### config.mk
export PLATFORM = sky130hd
export DESIGN_NAME = obs_split_sched_22bit
export DESIGN_NICKNAME = d
export VERILOG_FILES = /design/src/rtl/obs_pkg.sv /design/src/rtl/gf2_mul_serial_11bit.sv /design/src/rtl/obs_split_sched_22bit.sv
export SDC_FILE = /design/constraint.sdc
export NUM_CORES = 1
export LEC_CHECK = 0
export BUFFER_PORTS_ARGS = -buffer_cell sky130_fd_sc_hd__buf_2
export CORE_ASPECT_RATIO = 0.5
export CORE_MARGIN = 3
export CORE_UTILIZATION = 35
export CTS_CLUSTER_DIAMETER = 60
export CTS_CLUSTER_SIZE = 16
export DETAILED_ROUTE_END_ITERATION = 8
export SLEW_MARGIN = 25
export SYNTH_ARGS = -nofsm -noshare
export SYNTH_HDL_FRONTEND = slang
export SYNTH_HIERARCHICAL = 1
export SYNTH_SLANG_ARGS = --single-unit
### constraint.sdc
create_clock -name clk -period 3 [get_ports clk]
set_clock_uncertainty 0.2 [all_clocks]
set_input_delay 0.45 -clock clk [delete_from_list [all_inputs] [get_ports clk]]
set_output_delay 0.45 -clock clk [all_outputs]
set_load 0.05 [all_outputs]
### src/rtl/obs_pkg.sv
// Shared parameters and FSM state type for the parity-split GF(2) multiplier.
// N: operand width, H: half width (one parity half), P: sub-product width.
package obs_pkg;

  localparam int unsigned N = 22;
  localparam int unsigned H = N / 2;
  localparam int unsigned P = 2 * H - 1;

  typedef enum logic [1:0] {
    IDLE,
    MUL,
    DONE
  } state_e;

endpackage

### src/rtl/gf2_mul_serial_11bit.sv
// Bit-serial carry-less (GF(2), unreduced) multiplier, MSB-first, one step per cycle.
// Ports:
//   clk, rst_n : clock, synchronous active-low reset (returns to idle)
//   start      : begin a product; the first step is taken in the same cycle
//   a, b       : W-bit operands, must be held for the whole product
//   busy       : a product is in progress (after the first step)
//   done       : high in the cycle that takes the last step; prod is valid then
//   prod       : 2W-1 bit product, combinational, meaningful only with done
module gf2_mul_serial_11bit
  import obs_pkg::*;
#(
  parameter int unsigned W = H
) (
  input  logic           clk,
  input  logic           rst_n,
  input  logic           start,
  input  logic [W-1:0]   a,
  input  logic [W-1:0]   b,
  output logic           busy,
  output logic           done,
  output logic [2*W-2:0] prod
);

  localparam int unsigned BW = $clog2(W);
  localparam logic [BW-1:0] LastBit = BW'(W - 1);

  // Before the final step the accumulator has degree <= 2W-3, so its top bit is
  // only ever produced by the final step and never needs storing.
  logic [2*W-3:0] acc_q;
  logic [BW-1:0]  bit_q;
  logic           busy_q;

  logic           step;
  logic [BW-1:0]  sel;
  logic [2*W-2:0] acc_nxt;

  always_comb begin
    step    = start | busy_q;
    sel     = LastBit - bit_q;
    acc_nxt = {acc_q, 1'b0} ^ (b[sel] ? {{(W - 1){1'b0}}, a} : '0);
    done    = step && (bit_q == LastBit);
    prod    = acc_nxt;
    busy    = busy_q;
  end

  always_ff @(posedge clk) begin
    if (!rst_n) begin
      acc_q  <= '0;
      bit_q  <= '0;
      busy_q <= 1'b0;
    end else if (step) begin
      if (done) begin
        acc_q  <= '0;
        bit_q  <= '0;
        busy_q <= 1'b0;
      end else begin
        acc_q  <= acc_nxt[2*W-3:0];
        bit_q  <= bit_q + 1'b1;
        busy_q <= 1'b1;
      end
    end
  end

endmodule

### src/rtl/obs_split_sched_22bit.sv
// Parity-split GF(2) multiplier scheduler: splits A and B into even/odd-bit halves
// and computes the four half products Ae*Be, Ae*Bo, Ao*Be, Ao*Bo back to back on
// one shared bit-serial multiplier (44 cycles total).
// Ports:
//   clk, rst_n          : clock, synchronous active-low reset
//   A_in, B_in          : N-bit operands, captured when in_valid && in_ready
//   in_valid, in_ready  : operand handshake (ready only in IDLE)
//   B2_out1..B2_out4    : P-bit sub-products, stable while out_valid
//   out_valid, out_ready: result handshake (valid only in DONE)
module obs_split_sched_22bit
  import obs_pkg::*;
#(
  parameter int unsigned N = obs_pkg::N,
  parameter int unsigned H = obs_pkg::H,
  parameter int unsigned P = obs_pkg::P
) (
  input  logic         clk,
  input  logic         rst_n,
  input  logic [N-1:0] A_in,
  input  logic [N-1:0] B_in,
  input  logic         in_valid,
  output logic         in_ready,
  output logic [P-1:0] B2_out1,
  output logic [P-1:0] B2_out2,
  output logic [P-1:0] B2_out3,
  output logic [P-1:0] B2_out4,
  output logic         out_valid,
  input  logic         out_ready
);

  state_e       state_q, state_d;
  logic [1:0]   idx_q;
  logic [N-1:0] a_q, b_q;
  logic [P-1:0] prod_q [4];

  logic [H-1:0] ae, ao, be, bo;
  logic [H-1:0] op_a, op_b;
  logic         mul_start, mul_busy, mul_done;
  logic [P-1:0] mul_prod;

  always_comb begin
    for (int k = 0; k < int'(H); k++) begin
      ae[k] = a_q[2*k];
      ao[k] = a_q[2*k+1];
      be[k] = b_q[2*k];
      bo[k] = b_q[2*k+1];
    end
    // idx order: 0 AeBe, 1 AeBo, 2 AoBe, 3 AoBo
    op_a = idx_q[1] ? ao : ae;
    op_b = idx_q[0] ? bo : be;
  end

  // Kick the multiplier whenever it sits idle in MUL so products run back to back.
  assign mul_start = (state_q == MUL) && !mul_busy;

  gf2_mul_serial_11bit #(
    .W(H)
  ) u_mul (
    .clk  (clk),
    .rst_n(rst_n),
    .start(mul_start),
    .a    (op_a),
    .b    (op_b),
    .busy (mul_busy),
    .done (mul_done),
    .prod (mul_prod)
  );

  always_comb begin
    state_d   = state_q;
    in_ready  = 1'b0;
    out_valid = 1'b0;
    unique case (state_q)
      IDLE: begin
        in_ready = 1'b1;
        if (in_valid) state_d = MUL;
      end
      MUL: begin
        if (mul_done && (idx_q == 2'd3)) state_d = DONE;
      end
      DONE: begin
        out_valid = 1'b1;
        if (out_ready) state_d = IDLE;
      end
      default: state_d = IDLE;
    endcase
  end

  always_ff @(posedge clk) begin
    if (!rst_n) begin
      state_q <= IDLE;
      idx_q   <= '0;
      a_q     <= '0;
      b_q     <= '0;
      for (int i = 0; i < 4; i++) prod_q[i] <= '0;
    end else begin
      state_q <= state_d;
      if ((state_q == IDLE) && in_valid) begin
        a_q   <= A_in;
        b_q   <= B_in;
        idx_q <= '0;
      end
      if (mul_done) begin
        prod_q[idx_q] <= mul_prod;
        idx_q         <= idx_q + 1'b1;
      end
    end
  end

  assign B2_out1 = prod_q[0];
  assign B2_out2 = prod_q[1];
  assign B2_out3 = prod_q[2];
  assign B2_out4 = prod_q[3];

endmodule

==> run_summary.xml, run 1 <==
<?xml version="1.0" encoding="UTF-8"?>
<metrics>
  <group name="placement">
    <metric name="dp.cells" unit="">952</metric>
    <metric name="dpl.hpwl" unit="µm">11100</metric>
    <metric name="port_buffers" unit="">133</metric>
    <metric name="place_congestion" unit="">0.787</metric>
    <metric name="detailed_place.area" unit="µm²">7740</metric>
    <metric name="placement.setup.worst_slack" unit="ns">0.0269</metric>
  </group>
  <group name="routing">
    <metric name="drt_first_iter_violations" unit="">253</metric>
    <metric name="drt_first_pass_iters" unit="">5</metric>
    <metric name="vias_per_cell" unit="">4.75</metric>
    <metric name="route.detailed.drc" unit="">0</metric>
    <metric name="post_drt_wl_per_cell" unit="µm">16.5</metric>
    <metric name="wirelength" unit="µm">16200</metric>
    <metric name="antenna_violating_nets_post_route" unit="">0</metric>
    <metric name="detailroute.via_count" unit="">4675</metric>
  </group>
  <group name="synth">
    <metric name="synthesis.area_per_instance" unit="µm²">11.7</metric>
    <metric name="synth.lib_cells_used.distinct" unit="">49</metric>
    <metric name="synthesis.instances" unit="">592</metric>
    <metric name="ys_warn_count" unit="">6</metric>
    <metric name="postSynth.topFlopCell" unit="">sky130_fd_sc_hd__edfxtp_1</metric>
    <metric name="synth_enable_flop_cells" unit="">84</metric>
    <metric name="postSynthRegisterBits" unit="">157</metric>
    <metric name="asyncSetResetFlopFracSynth" unit="%">0</metric>
    <metric name="synthTopCellsByArea" unit="">sky130_fd_sc_hd__edfxtp_1 36%, sky130_fd_sc_hd__dfxtp_1 21%, sky130_fd_sc_hd__mux2i_1 6.5%</metric>
    <metric name="syn-num-nets" unit="">643</metric>
    <metric name="post-synth-top-area-fraction" unit="%">36.3</metric>
    <metric name="combined_area_of_all_synthesized_cells" unit="µm²">6950</metric>
    <metric name="yosysSeqAreaShare" unit="%">57.3</metric>
    <metric name="synth_top_area_cell" unit="">sky130_fd_sc_hd__edfxtp_1</metric>
  </group>
  <group name="grt">
    <metric name="grt_antenna_before_repair" unit="">1</metric>
    <metric name="vias_in_the_first_global_route" unit="">4488</metric>
    <metric name="grt_first_pass_wirelength" unit="µm">25400</metric>
    <metric name="grt_max_degree" unit="">61</metric>
    <metric name="grt.overflow.total" unit="">0</metric>
    <metric name="track_usage" unit="%">15.0</metric>
  </group>
  <group name="clock_network">
    <metric name="clk_pin_slew_worst_paths" unit="ns">0.07</metric>
    <metric name="cts_buffer_depth" unit="">2</metric>
    <metric name="root_buf_cell" unit="">sky130_fd_sc_hd__clkbuf_16</metric>
    <metric name="cts.repair_timing.setup_buffer_count" unit="">0</metric>
    <metric name="cts-htree-levels" unit="">4</metric>
    <metric name="worstSkewPairLatency" unit="ns">0.42</metric>
    <metric name="cts-buffers-inserted" unit="">17</metric>
    <metric name="tritoncts_sink_count" unit="">157</metric>
    <metric name="cts_tree" unit="">yes</metric>
  </group>
  <group name="finish">
    <metric name="layout.cell_area.non_filler" unit="µm²">8320</metric>
    <metric name="most-common-layout-cells" unit="">132 x sky130_fd_sc_hd__buf_2, 93 x sky130_fd_sc_hd__nand2_1, 84 x sky130_fd_sc_hd__edfxtp_1, 72 x sky130_fd_sc_hd__dfxtp_1, 65 x sky130_fd_sc_hd__and2_1</metric>
    <metric name="finish.utilization" unit="%">44.0</metric>
    <metric name="syn2layout_area_growth" unit="%">19.7</metric>
    <metric name="n_antenna_cell" unit="">0</metric>
    <metric name="layout-drive-gt1-share" unit="%">29.5</metric>
    <metric name="most_common_cell_after_layout_fill_and_taps_aside" unit="">sky130_fd_sc_hd__buf_2</metric>
    <metric name="fin_cells" unit="">984</metric>
    <metric name="fillCellCount" unit="">1818</metric>
    <metric name="layout.nets" unit="">763</metric>
  </group>
  <group name="power">
    <metric name="cellPowerDensity" unit="nW/µm²">606</metric>
    <metric name="max-vdd-ir-drop" unit="mV">0.321</metric>
    <metric name="cellLeakagePower" unit="nW">3.50</metric>
    <metric name="totalPowerFinal" unit="mW">5.04</metric>
  </group>
  <group name="setup_path">
    <metric name="worst-endpoint-required" unit="ns">2.98</metric>
    <metric name="worstPathMaxFanout" unit="">12</metric>
    <metric name="critical_path_arrival" unit="ns">2.76</metric>
    <metric name="worst-setup-path-type" unit="">reg2reg</metric>
    <metric name="start_kind" unit="">register</metric>
    <metric name="critical_path.endpoint_type" unit="">register</metric>
  </group>
  <group name="die">
    <metric name="die_width" unit="µm">205</metric>
    <metric name="core_region_area" unit="µm²">18900</metric>
    <metric name="initial_core_util" unit="%">36.7</metric>
    <metric name="placementRows" unit="">35</metric>
    <metric name="ports" unit="">134</metric>
    <metric name="die_h" unit="µm">106</metric>
    <metric name="design.die.area" unit="µm²">21700</metric>
  </group>
  <group name="sta">
    <metric name="finalHoldViolCount" unit="">0</metric>
    <metric name="fin_worst_hold_slack" unit="ns">0.0739</metric>
    <metric name="worstMarginPinSlew" unit="ns">0.860</metric>
    <metric name="totalNegativeSetupSlack" unit="ns">0</metric>
    <metric name="number_of_failing_setup_endpoints_in_the_final_timing_report" unit="">0</metric>
    <metric name="slew-limit-headroom" unit="%">42.6</metric>
    <metric name="final.setup.worst_slack" unit="ns">0.218</metric>
    <metric name="fmax" unit="MHz">359</metric>
    <metric name="timing.final.crit_share" unit="%">92.7</metric>
    <metric name="finalWorstPathRequiredPeriod" unit="ns">2.78</metric>
    <metric name="rsz0062_at_grt" unit="">false</metric>
    <metric name="drv_slew" unit="">0</metric>
  </group>
  <group name="hold_path">
    <metric name="worstHoldPathType" unit="">in2reg</metric>
  </group>
  <group name="run">
    <metric name="drv.max_cap_violation_count" unit="">0</metric>
  </group>
  <group name="outcome">
    <metric name="status" unit="">completed</metric>
  </group>
</metrics>
==> layer usage <==
layer	part of all wire (%)	track usage (%)	up-vias
met5	0.12	0	-
met4	0.86	3.41	2
met3	4.7	3.95	12
met2	42	21.0	100
met1	53	22.8	2233
li1	-	-	2328
==> synthesized netlist by cell type, drive strengths merged (2+ instances only) <==
cell	count
nor3	3
xnor2	11
nor3b	2
mux2	22
nand3b	4
a21oi	3
nor2b	5
a22o	10
inv	12
nor4bb	2
a32oi	10
nand2b	4
a21boi	2
buf	41
dfxtp	73
ha	3
and4b	2
o31ai	10
o21ai	15
mux2i	45
nand2	93
edfxtp	84
nand3	4
and2	65
a211oi	2
a221o	10
nor2	16
mux4	2
clkbuf	8
and3	22
==> registers in the layout, indices dropped and copies added (netlist names) <==
name	cells
a_q	22
b_q	22
idx_q	2
prod_q	84
state_q	2
u_mul/acc_q	20
u_mul/bit_q	4
u_mul/busy	1
==> path summary, 6_finish.rpt <==
path	start	slack (ns)	cells after the start	endpoint
min	A_in[11]	0.07	3	a_q[11]
min reg2reg	a_q[17]	0.26	2	a_q[17]
max reg2reg	idx_q[0]	0.22	9	prod_q[3][4]
max	idx_q[0]	0.22	9	prod_q[3][4]
==> area by class of cell <==
| class | count | area [µm²] | area share, % |
|---|---|---|---|
| timing repair buffer | 150 | 796 | 9.57 |
| inverter | 12 | 45.0 | 0.542 |
| multi-input combinational | 374 | 2590 | 31.2 |
| clock buffer | 19 | 443 | 5.32 |
| clock inverter | 13 | 133 | 1.59 |
| tap | 259 | 324 | 3.90 |
| sequential | 157 | 3990 | 47.9 |
==> where the power goes <==
group | switching [mW] | internal [mW] | total, mW
clock | 0.921 | 1.19 | 2.11
sequential | 0.0497 | 2.35 | 2.39
combinational | 0.370 | 0.164 | 0.535
==> timing repair <==
item | 4_1_cts | 5_1_grt
endpoints found under the hold margin | 0 | 0
hold buffers | 0 | 0
resized for setup | 0 | 2
endpoints found under the setup margin | 0 | 54
==> kinds of logic (layout without fill, tap and decap cells) <==
logic type	after synthesis	in the layout	share of synthesized area, %
adder cells (fa/ha/maj)	3	3	0.540
XOR/XNOR	12	12	1.51
AO/OA/AOI/OAI	64	64	7.15
multiplexers	69	69	10.7
flip-flops	157	157	57.3
buffers and inverters	61	194	5.54
AND/OR/NAND/NOR	226	226	17.3
==> critical path: stages, from the launching register on <==
cell	delay (ns)
sky130_fd_sc_hd__dfxtp_2	0.44
sky130_fd_sc_hd__buf_4	0.24
sky130_fd_sc_hd__mux2_2	0.35
sky130_fd_sc_hd__nor2b_1	0.13
sky130_fd_sc_hd__a211oi_1	0.37
sky130_fd_sc_hd__nor3_1	0.10
sky130_fd_sc_hd__buf_4	0.20
sky130_fd_sc_hd__o21ai_1	0.15
sky130_fd_sc_hd__xnor2_1	0.15
sky130_fd_sc_hd__and3_1	0.22
No activity file was read; power rests on OpenSTA's default activity.
==> inputs of run 2 (changes only) <==
Settings changed: ABC_AREA set to 1.
==> run 2 against run 1 <==
Compared with the run above: power increased by 5.6%; synthesized cell count increased by 35%; sequential power about the same; hold slack gained 0.047 ns; global-route usage increased by 0.77 points; area after synthesis decreased by 2.5%; cell count up 21%; register-to-register slack better by 0.19 ns; combinational power grew 20%; die area fell by 2.4%; final area is 0.77% lower; critical endpoint is now prod_q[0][9]; highest routed layer is now met4.
==> run_summary.xml, run 2 <==
<?xml version="1.0" encoding="UTF-8"?>
<metrics>
  <group name="power">
    <metric name="power.combinational.fraction" unit="%">12.1</metric>
    <metric name="relative_contribution_of_sequential_cells_to_total_power" unit="%">45.2</metric>
    <metric name="total_internal_power" unit="mW">3.87</metric>
    <metric name="cellPowerDensity" unit="nW/µm²">645</metric>
    <metric name="totalPowerFinal" unit="mW">5.32</metric>
    <metric name="power.share.switching" unit="%">27.2</metric>
    <metric name="max-vdd-ir-drop" unit="mV">0.344</metric>
    <metric name="cellLeakagePower" unit="nW">3.70</metric>
    <metric name="clock_power_share" unit="%">42.7</metric>
    <metric name="switchingPower" unit="mW">1.45</metric>
  </group>
  <group name="synth">
    <metric name="synthesis.area_per_instance" unit="µm²">8.46</metric>
    <metric name="syn-num-nets" unit="">852</metric>
    <metric name="synth_top_cells_by_count" unit="">195 x sky130_fd_sc_hd__nand2_1, 138 x sky130_fd_sc_hd__nor2_1, 98 x sky130_fd_sc_hd__inv_1</metric>
    <metric name="postSynth.topFlopCell" unit="">sky130_fd_sc_hd__edfxtp_1</metric>
    <metric name="ys_warn_count" unit="">6</metric>
    <metric name="most_repeated_cell_in_the_gate_level_netlist_after_synthesis" unit="">sky130_fd_sc_hd__nand2_1</metric>
    <metric name="combined_area_of_all_synthesized_cells" unit="µm²">6780</metric>
    <metric name="synthesis.instances" unit="">801</metric>
    <metric name="synth_top_area_cell" unit="">sky130_fd_sc_hd__edfxtp_1</metric>
    <metric name="synthTopCellsByArea" unit="">sky130_fd_sc_hd__edfxtp_1 37%, sky130_fd_sc_hd__dfxtp_1 22%, sky130_fd_sc_hd__nand2_1 11%</metric>
    <metric name="asyncSetResetFlopFracSynth" unit="%">0</metric>
    <metric name="synth.lib_cells_used.distinct" unit="">25</metric>
    <metric name="yosysSeqAreaShare" unit="%">58.8</metric>
    <metric name="postSynthRegisterBits" unit="">157</metric>
    <metric name="post-synth-top-area-fraction" unit="%">37.2</metric>
    <metric name="synth_enable_flop_cells" unit="">84</metric>
  </group>
  <group name="setup_path">
    <metric name="critical_path.endpoint_type" unit="">register</metric>
    <metric name="worstPathMaxFanout" unit="">21</metric>
    <metric name="worst-endpoint-required" unit="ns">2.97</metric>
    <metric name="start_kind" unit="">register</metric>
    <metric name="critical_path.reg2reg.startpoint" unit="">u_mul/bit_q[0]</metric>
    <metric name="crit_start" unit="">u_mul/bit_q[0]</metric>
    <metric name="critical_path_arrival" unit="ns">2.55</metric>
    <metric name="worst-setup-path-type" unit="">reg2reg</metric>
  </group>
  <group name="routing">
    <metric name="drt_first_iter_violations" unit="">300</metric>
    <metric name="vias_per_cell" unit="">4.57</metric>
    <metric name="antenna_violating_nets_post_route" unit="">0</metric>
    <metric name="drt_first_pass_iters" unit="">5</metric>
    <metric name="detailroute.via_count" unit="">5432</metric>
    <metric name="post_drt_wl_per_cell" unit="µm">13.9</metric>
    <metric name="route.detailed.drc" unit="">0</metric>
    <metric name="wirelength" unit="µm">16500</metric>
  </group>
  <group name="clock_network">
    <metric name="worstSkewPairLatency" unit="ns">0.42</metric>
    <metric name="cells_resized_by_post_cts_repair" unit="">0</metric>
    <metric name="cts_hold_repair.buffers" unit="">0</metric>
    <metric name="clk_pin_slew_worst_paths" unit="ns">0.07</metric>
    <metric name="cts-htree-levels" unit="">4</metric>
    <metric name="root_buf_cell" unit="">sky130_fd_sc_hd__clkbuf_16</metric>
    <metric name="cts-buffers-inserted" unit="">17</metric>
    <metric name="tritoncts_sink_count" unit="">157</metric>
    <metric name="cts.repair_timing.setup_buffer_count" unit="">0</metric>
    <metric name="cts_buffer_depth" unit="">2</metric>
    <metric name="cts_tree" unit="">yes</metric>
  </group>
  <group name="finish">
    <metric name="layout.nets" unit="">967</metric>
    <metric name="most-common-layout-cells" unit="">195 x sky130_fd_sc_hd__nand2_1, 138 x sky130_fd_sc_hd__nor2_1, 133 x sky130_fd_sc_hd__buf_2, 98 x sky130_fd_sc_hd__inv_1, 84 x sky130_fd_sc_hd__edfxtp_1</metric>
    <metric name="fin_cells" unit="">1188</metric>
    <metric name="registers.top_by_ff_count" unit="">prod_q</metric>
    <metric name="top_flop_regs" unit="">prod_q: 84 flops, a_q: 22 flops, b_q: 22 flops</metric>
    <metric name="finish.utilization" unit="%">44.1</metric>
    <metric name="largest_register_ffs" unit="">84</metric>
    <metric name="n_antenna_cell" unit="">0</metric>
    <metric name="syn2layout_area_growth" unit="%">21.8</metric>
    <metric name="most_common_cell_after_layout_fill_and_taps_aside" unit="">sky130_fd_sc_hd__nand2_1</metric>
    <metric name="layout-drive-gt1-share" unit="%">20.8</metric>
    <metric name="layout.cell_area.non_filler" unit="µm²">8250</metric>
    <metric name="fillCellCount" unit="">1875</metric>
  </group>
  <group name="die">
    <metric name="ports" unit="">134</metric>
    <metric name="die_width" unit="µm">203</metric>
    <metric name="die_h" unit="µm">104</metric>
    <metric name="placementRows" unit="">35</metric>
    <metric name="design.die.area" unit="µm²">21200</metric>
    <metric name="initial_core_util" unit="%">36.2</metric>
    <metric name="core_region_area" unit="µm²">18700</metric>
  </group>
  <group name="placement">
    <metric name="dpl.hpwl" unit="µm">11400</metric>
    <metric name="place_congestion" unit="">0.831</metric>
    <metric name="detailed_place.area" unit="µm²">7630</metric>
    <metric name="port_buffers" unit="">133</metric>
    <metric name="dp.cells" unit="">1156</metric>
  </group>
  <group name="sta">
    <metric name="finalHoldViolCount" unit="">0</metric>
    <metric name="drv_slew" unit="">0</metric>
    <metric name="fmax" unit="MHz">386</metric>
    <metric name="rsz0062_at_grt" unit="">false</metric>
    <metric name="worstMarginPinSlew" unit="ns">0.496</metric>
    <metric name="timing.final.crit_share" unit="%">86.3</metric>
    <metric name="finalWorstPathRequiredPeriod" unit="ns">2.59</metric>
    <metric name="slew-limit-headroom" unit="%">66.9</metric>
    <metric name="number_of_failing_setup_endpoints_in_the_final_timing_report" unit="">0</metric>
    <metric name="totalNegativeSetupSlack" unit="ns">0</metric>
  </group>
  <group name="hold_path">
    <metric name="hold_path.startpoint" unit="">out_ready</metric>
    <metric name="worstHoldPathType" unit="">in2reg</metric>
  </group>
  <group name="grt">
    <metric name="track_usage" unit="%">15.8</metric>
    <metric name="grt_antenna_before_repair" unit="">0</metric>
    <metric name="grt_max_degree" unit="">90</metric>
    <metric name="vias_in_the_first_global_route" unit="">5109</metric>
    <metric name="grt_first_pass_wirelength" unit="µm">26700</metric>
    <metric name="grt.overflow.total" unit="">0</metric>
  </group>
  <group name="run">
    <metric name="drv.max_cap_violation_count" unit="">0</metric>
  </group>
  <group name="outcome">
    <metric name="status" unit="">completed</metric>
  </group>
</metrics>
[run 2: cell types whose count changed in the layout (fill, tap and decap cells not counted), moves of 11 or more]
cell / previous run / this run
sky130_fd_sc_hd__a21oi_1: 2 / 48
sky130_fd_sc_hd__mux2i_1: 44 / 0
sky130_fd_sc_hd__and2_1: 65 / 0
sky130_fd_sc_hd__nand2_1: 93 / 195
sky130_fd_sc_hd__nand3_1: 3 / 66
sky130_fd_sc_hd__mux2_2: 22 / 0
sky130_fd_sc_hd__nor2_1: 16 / 138
sky130_fd_sc_hd__and3_1: 22 / 0
sky130_fd_sc_hd__xnor2_1: 11 / 0
sky130_fd_sc_hd__o21ai_1: 12 / 0
sky130_fd_sc_hd__inv_1: 11 / 98
[run 2: final cells by class]
class                   count  area (µm²)  area share, %
flip-flops and latches    157        3980           48.3
repair buffers            149         811           9.82
well taps                 259         324           3.93
clock buffers              17         425           5.15
multi-input cells         488        2120           25.7
clock inverters            15         200           2.43
inverters                 103         387           4.68
[run 2: worst max-delay path, stage by stage, from the launching register on]
cell and delay [ns]:
sky130_fd_sc_hd__dfxtp_1 0.46, sky130_fd_sc_hd__inv_2 0.13, sky130_fd_sc_hd__ha_1 0.37, sky130_fd_sc_hd__inv_1 0.11, sky130_fd_sc_hd__nand3_1 0.09, sky130_fd_sc_hd__nand3_1 0.10
sky130_fd_sc_hd__nand3_2 0.34, sky130_fd_sc_hd__nand4_1 0.20, sky130_fd_sc_hd__nand2_1 0.09, sky130_fd_sc_hd__inv_1 0.17, sky130_fd_sc_hd__nor2_1 0.07
[run 2: cells by family after synthesis]
logic type	share of synthesized area, %
compound gates	4.58
fa+ha+maj	0.554
xor+xnor	0.369
flops	58.8
buf+inv	9.86
simple gates	25.8
[run 2: power groups by stage]
| stage | Combinational [mW] | Sequential, mW | Clock [mW] |
|---|---|---|---|
| 2_1_floorplan | 0.346 | 2.59 | 0 |
| 3_3_place_gp | 0.635 | 2.45 | 0 |
| 3_5_place_dp | 0.645 | 2.46 | 0 |
| 4_1_cts | 0.646 | 2.41 | 2.31 |
| 5_1_grt | 0.713 | 2.42 | 2.41 |
| 6_report | 0.642 | 2.41 | 2.27 |
[run 2: metal layers]
| layer | track usage [%] | up-vias | share of wire (%) |
|---|---|---|---|
| met3 | 2.75 | 22 | 4.1 |
| met4 | 4.54 | 0 | 1.3 |
| li1 | - | 2764 | - |
| met2 | 23.8 | 126 | 44 |
| met5 | 0 | - | 0 |
| met1 | 23.1 | 2520 | 50 |
[run 2: stage by stage]
step                hold WS, ns  worst slack (ns)
floorplan                 0.229             0.406
global placement          0.248             0.586
detailed placement        0.255             0.458
CTS                       0.102             0.457
global route              0.122             0.194
finish                    0.121             0.411
[run 2: path summary, 6_finish.rpt]
check,cells past startpoint,end,slack [ns]
setup / recovery,10,prod_q[0][9],0.41
hold / removal,3,state_q[1],0.12
setup reg to reg,10,prod_q[0][9],0.41
hold reg to reg,2,u_mul/acc_q[19],0.26
==> inputs of run 3 (changes only) <==
Settings changed: MAX_ROUTING_LAYER set to met4.
==> run 3 against run 2 <==
Compared with the run above: cell count unchanged; setup slack improved by 0.010 ns; largest cell class unchanged; power about the same; critical path depth unchanged; non-clock buffer count unchanged; largest power group unchanged; final area unchanged; via count decreased by 0.72%; register-to-register slack about the same; maximum frequency increased by 0.39%; core utilization unchanged; sequential cell count unchanged.
==> run_summary.xml, run 3 (same netlist as run 2, synthesis figures left out) <==
<?xml version="1.0" encoding="UTF-8"?>
<metrics>
  <group name="clock_network">
    <metric name="cells_resized_by_post_cts_repair" unit="">0</metric>
    <metric name="cts-htree-levels" unit="">4</metric>
    <metric name="root_buf_cell" unit="">sky130_fd_sc_hd__clkbuf_16</metric>
    <metric name="cts_tree" unit="">yes</metric>
    <metric name="clk_pin_slew_worst_paths" unit="ns">0.07</metric>
    <metric name="cts_buffer_depth" unit="">2</metric>
    <metric name="cts-buffers-inserted" unit="">17</metric>
    <metric name="tritoncts_sink_count" unit="">157</metric>
    <metric name="cts.repair_timing.setup_buffer_count" unit="">0</metric>
    <metric name="cts_hold_repair.buffers" unit="">0</metric>
    <metric name="worstSkewPairLatency" unit="ns">0.42</metric>
  </group>
  <group name="die">
    <metric name="design.die.area" unit="µm²">21200</metric>
    <metric name="ports" unit="">134</metric>
    <metric name="die_h" unit="µm">104</metric>
    <metric name="die_width" unit="µm">203</metric>
    <metric name="placementRows" unit="">35</metric>
    <metric name="core_region_area" unit="µm²">18700</metric>
    <metric name="initial_core_util" unit="%">36.2</metric>
  </group>
  <group name="routing">
    <metric name="detailroute.via_count" unit="">5393</metric>
    <metric name="drt_first_iter_violations" unit="">299</metric>
    <metric name="drt_first_pass_iters" unit="">5</metric>
    <metric name="vias_per_cell" unit="">4.54</metric>
    <metric name="met2_length" unit="µm">7360</metric>
    <metric name="sum_of_routed_wire_segments_on_met1" unit="µm">8370</metric>
    <metric name="routed-wl-met3" unit="µm">580</metric>
    <metric name="wirelength" unit="µm">16500</metric>
    <metric name="post_drt_wl_per_cell" unit="µm">13.9</metric>
    <metric name="route.detailed.drc" unit="">0</metric>
    <metric name="antenna_violating_nets_post_route" unit="">0</metric>
    <metric name="highest-signal-layer" unit="">met4</metric>
  </group>
  <group name="setup_path">
    <metric name="reg2reg_depth" unit="">10</metric>
    <metric name="worst-endpoint-required" unit="ns">2.96</metric>
    <metric name="worstPathMaxFanout" unit="">21</metric>
    <metric name="worst-setup-path-type" unit="">reg2reg</metric>
    <metric name="critical_path.endpoint_type" unit="">register</metric>
    <metric name="critical_path_arrival" unit="ns">2.54</metric>
    <metric name="start_kind" unit="">register</metric>
  </group>
  <group name="finish">
    <metric name="layout-drive-gt1-share" unit="%">20.8</metric>
    <metric name="most-common-layout-cells" unit="">195 x sky130_fd_sc_hd__nand2_1, 138 x sky130_fd_sc_hd__nor2_1, 133 x sky130_fd_sc_hd__buf_2, 98 x sky130_fd_sc_hd__inv_1, 84 x sky130_fd_sc_hd__edfxtp_1</metric>
    <metric name="layout.cell_area.non_filler" unit="µm²">8250</metric>
    <metric name="n_antenna_cell" unit="">0</metric>
    <metric name="most_common_cell_after_layout_fill_and_taps_aside" unit="">sky130_fd_sc_hd__nand2_1</metric>
    <metric name="fin_cells" unit="">1188</metric>
    <metric name="top_flop_regs" unit="">prod_q: 84 flops, a_q: 22 flops, b_q: 22 flops</metric>
    <metric name="layout.nets" unit="">967</metric>
    <metric name="syn2layout_area_growth" unit="%">21.8</metric>
    <metric name="largest_register_ffs" unit="">84</metric>
    <metric name="registers.top_by_ff_count" unit="">prod_q</metric>
    <metric name="fillCellCount" unit="">1875</metric>
    <metric name="finish.utilization" unit="%">44.1</metric>
  </group>
  <group name="outcome">
    <metric name="status" unit="">completed</metric>
  </group>
  <group name="power">
    <metric name="power.share.switching" unit="%">27.2</metric>
    <metric name="cellLeakagePower" unit="nW">3.70</metric>
    <metric name="relative_contribution_of_sequential_cells_to_total_power" unit="%">45.3</metric>
    <metric name="total_internal_power" unit="mW">3.87</metric>
    <metric name="max-vdd-ir-drop" unit="mV">0.343</metric>
    <metric name="switchingPower" unit="mW">1.45</metric>
    <metric name="totalPowerFinal" unit="mW">5.32</metric>
    <metric name="power.combinational.fraction" unit="%">12.0</metric>
    <metric name="cellPowerDensity" unit="nW/µm²">644</metric>
    <metric name="clock_power_share" unit="%">42.7</metric>
  </group>
  <group name="placement">
    <metric name="dpl.hpwl" unit="µm">11400</metric>
    <metric name="placement.setup.worst_slack" unit="ns">0.458</metric>
    <metric name="place_congestion" unit="">0.844</metric>
    <metric name="detailed_place.area" unit="µm²">7630</metric>
    <metric name="port_buffers" unit="">133</metric>
    <metric name="dp.cells" unit="">1156</metric>
  </group>
  <group name="sta">
    <metric name="totalNegativeSetupSlack" unit="ns">0</metric>
    <metric name="worstMarginPinSlew" unit="ns">0.515</metric>
    <metric name="fin_worst_hold_slack" unit="ns">0.121</metric>
    <metric name="drv_slew" unit="">0</metric>
    <metric name="fmax" unit="MHz">388</metric>
    <metric name="finalWorstPathRequiredPeriod" unit="ns">2.58</metric>
    <metric name="slew-limit-headroom" unit="%">65.6</metric>
    <metric name="number_of_failing_setup_endpoints_in_the_final_timing_report" unit="">0</metric>
    <metric name="timing.final.crit_share" unit="%">86.0</metric>
    <metric name="rsz0062_at_grt" unit="">false</metric>
    <metric name="final.setup.worst_slack" unit="ns">0.421</metric>
    <metric name="finalHoldViolCount" unit="">0</metric>
  </group>
  <group name="run">
    <metric name="drv.max_cap_violation_count" unit="">0</metric>
  </group>
  <group name="hold_path">
    <metric name="worstHoldPathType" unit="">in2reg</metric>
    <metric name="min_path_cells" unit="">3</metric>
  </group>
  <group name="grt">
    <metric name="grt.overflow.total" unit="">0</metric>
    <metric name="vias_in_the_first_global_route" unit="">5103</metric>
    <metric name="track_usage" unit="%">16.2</metric>
    <metric name="grt_first_pass_wirelength" unit="µm">26700</metric>
    <metric name="grt_antenna_before_repair" unit="">0</metric>
    <metric name="grt_max_degree" unit="">90</metric>
  </group>
</metrics>
run 3: routing by layer:
metal  GRT usage (%)  vias to the layer above
met5               -                        -
met2            23.7                      107
met3            2.72                       14
met4            4.54                        0
met1            23.2                     2510
li1                -                     2762
run 3: power groups by stage:
stage,logic [mW],clock network (mW),registers (mW)
2_1_floorplan,0.346,0,2.59
3_3_place_gp,0.635,0,2.45
3_5_place_dp,0.645,0,2.46
4_1_cts,0.646,2.31,2.41
5_1_grt,0.713,2.41,2.42
6_report,0.640,2.27,2.41
run 3: critical path, cell delays in order, from the launching register on:
cell,delay [ns]
sky130_fd_sc_hd__dfxtp_1,0.46
sky130_fd_sc_hd__inv_2,0.14
sky130_fd_sc_hd__ha_1,0.37
sky130_fd_sc_hd__inv_1,0.11
sky130_fd_sc_hd__nand3_1,0.09
sky130_fd_sc_hd__nand3_1,0.10
sky130_fd_sc_hd__nand3_2,0.33
sky130_fd_sc_hd__nand4_1,0.19
sky130_fd_sc_hd__nand2_1,0.09
sky130_fd_sc_hd__inv_1,0.17
sky130_fd_sc_hd__nor2_1,0.07
run 3: area by class of cell:
type | count | area (µm²) | area share [%]
repair buffers | 149 | 811 | 9.82
well taps | 259 | 324 | 3.93
flip-flops and latches | 157 | 3980 | 48.3
clock buffers | 17 | 425 | 5.15
multi-input cells | 488 | 2120 | 25.7
clock inverters | 15 | 200 | 2.43
inverters | 103 | 387 | 4.68
run 3: path summary, 6_finish.rpt:
path,from,end,slack [ns]
max,u_mul/bit_q[0],prod_q[0][9],0.42
min,out_ready,state_q[1],0.12
max reg2reg,u_mul/bit_q[0],prod_q[0][9],0.42
min reg2reg,u_mul/acc_q[19],u_mul/acc_q[19],0.26
